**src/rtl/usb_crc_pkg.sv**
```systemverilog
// Shared constants and types for the USB CRC5 generator and checker.
// CRC values are held in reflected form: bit 0 is the next bit to leave the register.
package usb_crc_pkg;

  localparam int unsigned CRC5_DATA_W = 11;
  localparam int unsigned CRC5_W      = 5;

  localparam logic [4:0] CRC5_INIT          = 5'b11111;
  localparam logic [4:0] CRC5_POLY_REFL     = 5'b10100;
  localparam logic [4:0] CRC5_RESIDUAL_REFL = 5'b00110;

  typedef enum logic [1:0] {
    StIdle,
    StData,
    StCrc,
    StDone
  } crc5_state_e;

endpackage

```
**src/rtl/usb_crc5_step.sv**
```systemverilog
// Combinational single-bit update of a reflected CRC5 register.
// Shared by the transmit generator and the receive checker.
module usb_crc5_step
  import usb_crc_pkg::*;
#(
  parameter logic [4:0] POLY = CRC5_POLY_REFL
) (
  input  logic [4:0] crc,
  input  logic       din,
  output logic [4:0] crc_next
);

  logic fb;

  assign fb       = crc[0] ^ din;
  assign crc_next = fb ? ((crc >> 1) ^ POLY) : (crc >> 1);

endmodule

```
**src/rtl/usb_crc5_gen.sv**
```systemverilog
// Serializes an 11-bit token/SOF field LSB first and appends its complemented CRC5.
// All serial advancement happens on the shift_en bit-time strobe.
module usb_crc5_gen
  import usb_crc_pkg::*;
#(
  // Only the USB width of 11 is supported.
  parameter int unsigned DATA_W   = CRC5_DATA_W,
  parameter logic [4:0]  CRC_INIT = CRC5_INIT,
  parameter logic [4:0]  CRC_POLY = CRC5_POLY_REFL
) (
  input  logic              clk,
  input  logic              n_rst,
  input  logic              shift_en,
  input  logic              start,
  input  logic              abort,
  input  logic [DATA_W-1:0] d,
  output logic              tx_bit,
  output logic              tx_valid,
  output logic              busy,
  output logic              done,
  output logic [4:0]        crc_out
);

  localparam int unsigned     CntW     = $clog2(DATA_W);
  localparam logic [CntW-1:0] DataLast = CntW'(DATA_W - 1);
  localparam logic [CntW-1:0] CrcLast  = CntW'(CRC5_W - 1);

  crc5_state_e       state_q, state_d;
  logic [DATA_W-1:0] shreg_q, shreg_d;
  logic [4:0]        crc_q, crc_d;
  logic [4:0]        crcsh_q, crcsh_d;
  logic [CntW-1:0]   count_q, count_d;
  logic [4:0]        crc_out_q, crc_out_d;
  logic [4:0]        crc_step;

  usb_crc5_step #(
    .POLY (CRC_POLY)
  ) u_step (
    .crc      (crc_q),
    .din      (shreg_q[0]),
    .crc_next (crc_step)
  );

  always_comb begin
    state_d   = state_q;
    shreg_d   = shreg_q;
    crc_d     = crc_q;
    crcsh_d   = crcsh_q;
    count_d   = count_q;
    crc_out_d = crc_out_q;
    unique case (state_q)
      StIdle: begin
        // A coincident shift_en is ignored here: the first bit needs a full bit time.
        if (start) begin
          shreg_d = d;
          crc_d   = CRC_INIT;
          count_d = '0;
          state_d = StData;
        end
      end
      StData: begin
        if (abort) begin
          state_d = StIdle;
        end else if (shift_en) begin
          crc_d   = crc_step;
          shreg_d = shreg_q >> 1;
          count_d = count_q + CntW'(1);
          if (count_q == DataLast) begin
            // Use the post-update CRC so the last data bit is included.
            crcsh_d   = ~crc_step;
            crc_out_d = ~crc_step;
            count_d   = '0;
            state_d   = StCrc;
          end
        end
      end
      StCrc: begin
        if (abort) begin
          state_d = StIdle;
        end else if (shift_en) begin
          crcsh_d = crcsh_q >> 1;
          count_d = count_q + CntW'(1);
          if (count_q == CrcLast) begin
            count_d = '0;
            state_d = StDone;
          end
        end
      end
      StDone: begin
        state_d = StIdle;
      end
      default: begin
        state_d = StIdle;
      end
    endcase
  end

  always_comb begin
    tx_bit   = 1'b0;
    tx_valid = 1'b0;
    busy     = 1'b0;
    done     = 1'b0;
    unique case (state_q)
      StData: begin
        tx_valid = 1'b1;
        busy     = 1'b1;
        tx_bit   = shreg_q[0];
      end
      StCrc: begin
        tx_valid = 1'b1;
        busy     = 1'b1;
        tx_bit   = crcsh_q[0];
      end
      StDone: begin
        done = 1'b1;
      end
      default: begin
      end
    endcase
  end

  assign crc_out = crc_out_q;

  always_ff @(posedge clk) begin
    if (!n_rst) begin
      state_q   <= StIdle;
      shreg_q   <= '0;
      crc_q     <= CRC_INIT;
      crcsh_q   <= '0;
      count_q   <= '0;
      crc_out_q <= '0;
    end else begin
      state_q   <= state_d;
      shreg_q   <= shreg_d;
      crc_q     <= crc_d;
      crcsh_q   <= crcsh_d;
      count_q   <= count_d;
      crc_out_q <= crc_out_d;
    end
  end

endmodule

```
**config.mk**
```make
export PLATFORM = sky130hd
export DESIGN_NAME = usb_crc5_gen
export DESIGN_NICKNAME = d
export VERILOG_FILES = /design/src/rtl/usb_crc_pkg.sv /design/src/rtl/usb_crc5_step.sv /design/src/rtl/usb_crc5_gen.sv
export SDC_FILE = /design/constraint.sdc
export NUM_CORES = 1
export LEC_CHECK = 0
export ABC_CLOCK_PERIOD_IN_PS = 6400
export CAP_MARGIN = 20
export CORE_AREA = 10 10 69 71
export DETAILED_ROUTE_END_ITERATION = 7
export DIE_AREA = 0 0 79 81
export GPL_TIMING_DRIVEN = 0
export PLACE_DENSITY_LB_ADDON = 0.2
export SKIP_LAST_GASP = 1
export SLEW_MARGIN = 20
export SYNTH_ARGS = -nofsm -noshare
export SYNTH_HDL_FRONTEND = slang
export SYNTH_HIERARCHICAL = 1
export SYNTH_SLANG_ARGS = --single-unit
```
**constraint.sdc**
```tcl
create_clock -name clk -period 6.4 [get_ports clk]
set_input_delay 1.28 -clock clk [delete_from_list [all_inputs] [get_ports clk]]
set_output_delay 1.28 -clock clk [all_outputs]
set_load 0.05 [all_outputs]
```
==> run summary <==
Final WS setup: 2.74 ns
Syn. warnings: 6
Post-Layout Cell Count: 267
number of synthesized flops with an enable pin: 0
drt first pass iters: 4
largest net degree at the start of global routing: 11
wire per inst: 14.1 um
Nets: 242
total core area: 3520 um2
cts hold-fix bufs: 0
post_cts resized: 0
status: completed
Pwr Total: 0.442 mW
Setup TNS: 0 ns
Max-Cap Viols: 0
ys flop type: dfxtp_1
num rows: 22
CTS HTree Levels: 2
Least-Margin Pin Slew: 0.659 ns
global-route wire length before repair: 6370 um
Final Skew: 0.00815 ns
LEAKAGE: 0.715 nW
placed cell count: 259
min cycle time layout: 3.66 ns
Die Width: 79 um
syn_nets: 212
CP startpoint kind: flop
post-detail-place hpwl: 2780 um
Layout area overhead: 21.5%
critical path type: flop to primary output
Critical Path RT: 5.12 ns
critical path endpoint category: primary output
fmax: 273 MHz
die area: 6400 um2
share of Yosys cell area claimed by the top area cell type: 39.1%
final hold violations: 0
Root Buffer: clkbuf_4
CTS sink count: 32
Iter 0 DRT Violations: 48
DP Area: 1930 um2
vias per cell: 5.37
initial antenna violation count: 0
grt total ovfl: 0
Slew headroom: 56.1%
Clock Latency Late Sink: 0.33 ns
Buffers on Ports: 23
fin area: 1990 um2
Ports: 25
CP arrival: 2.38 ns
clk slew on worst S/H paths: 0.10 ns
Die Ht: 81 um
Mean Syn Cell Area: 8.71 um2
number of fill cells: 354
Initial Util: 46.5%
flops & latches, synth: 32
most frequent cells after synthesis: 32 x dfxtp_1, 18 x nand2_1, 18 x nor2_1
largest area contributor in the netlist: dfxtp_1
postcts setup bufs: 0
pwr dens: 222 nW/um2
Final setup viols: 0
diode count: 0
CP max FO: 10
top-count cell post-synth: dfxtp_1
TritonCTS clock tree: yes
Post-route DRC: 0
number of global-route vias before repair: 1416
Max Buffers Root-to-Sink: 2
peak supply drop: 0.000117 V
Placer Congestion: 0.784
Vias: 1435
DRT antenna net count: 0
Hold/Removal Path Class: flop to flop
Async S/R FF share, synth: 0%
RSZ-0062 raised after global routing: false
Seq/Total Area, Yosys: 39.1%
GRT Overall Usage: 12.2%
Post-Syn Area: 1640 um2
layout cell share with drive strength beyond 1: 9.59%
cts bufs inserted: 5
Distinct cells, synth: 37
Post-Synthesis Cells: 188
Final period util: 57.2%
Routed WL: 3750 um
fin. max-slew vios: 0
pre-CTS setup slack: 3.14 ns
top cells by area, synth: dfxtp_1 39%, a211oi_1 7.8%, ha_1 6.1%, mux2i_1 6.1%, nand2_1 4.1%
sequential cells by signal, summed over array words and instances (netlist names):
register / cells
state_q: 2
crcsh_q: 5
crc_out: 5
crc_q: 5
shreg_q: 11
count_q: 4
cell usage in the layout (no fill, tap or decap), drive strengths merged, types with 4 or more instances in the layout:
| cell type | n |
|---|---|
| a211oi | 17 |
| nand3 | 6 |
| clkdlybuf4s50 | 23 |
| ha | 8 |
| nor4 | 4 |
| mux2i | 10 |
| o22ai | 5 |
| a21oi | 6 |
| nand2b | 4 |
| o21ai | 14 |
| clkbuf | 13 |
| dfxtp | 32 |
| inv | 7 |
| nor2 | 18 |
| buf | 8 |
| nand2 | 18 |
cell type report:
cell class	count	area, um2	share of cell area [%]
buffer	15	85.1	4.28
multi-input combinational	134	886	44.5
sequential	32	641	32.2
inverter	7	26.3	1.32
tap	48	60.1	3.02
timing repair buffer	23	230	11.6
clock inverter	2	10.0	0.503
clock buffer	6	51.3	2.58
logic make-up after synthesis:
logic type               after synthesis  synth area share (%)
multiplexers                          10                  6.11
AND/OR/NAND/NOR                       66                  21.3
buffers and inverters                 22                  6.80
adder cells (fa/ha/maj)                8                  6.11
XOR/XNOR                               2                  1.99
AO/OA/AOI/OAI                         48                  18.6
flip-flops                            32                  39.1
power by group:
group	internal, mW	switching (mW)
Clock	0.0522	0.0713
Combinational	0.0451	0.0541
Sequential	0.212	0.00798
metrics by stage:
stage                     hold slack (ns)  util (%)
after CTS                           0.470      56.5
after floorplan                     0.436         -
after global routing                0.493      56.5
after global placement              0.444      54.7
final                               0.468      56.5
after detailed placement            0.452      54.7
metal layers:
layer  global-route usage [%]  vias up  wire length (um)
li1                         -      721                 -
met1                     13.3      670              1660
met2                     21.5       40              1870
met3                     4.19        4               208
met4                     4.84        0                15
met5                        0        -                 0
final timing paths:
check                  start          to  slack (ns)  cells after the start
setup / recovery  state_q[0]      tx_bit        2.74                      6
hold / removal    crcsh_q[2]  crcsh_q[2]        0.47                      2
setup reg to reg  state_q[1]  shreg_q[6]        4.14                      7
hold reg to reg   crcsh_q[2]  crcsh_q[2]        0.47                      2
critical path, cell delays in order (launching register included):
cell and delay, ns:
dfxtp_1 0.34, inv_1 0.12, ha_1 0.30, buf_2 0.25
a22oi_1 0.11, nor2b_1 0.12, clkdlybuf4s50_1 0.80
Note: power is estimated with default switching activity, not from simulation.
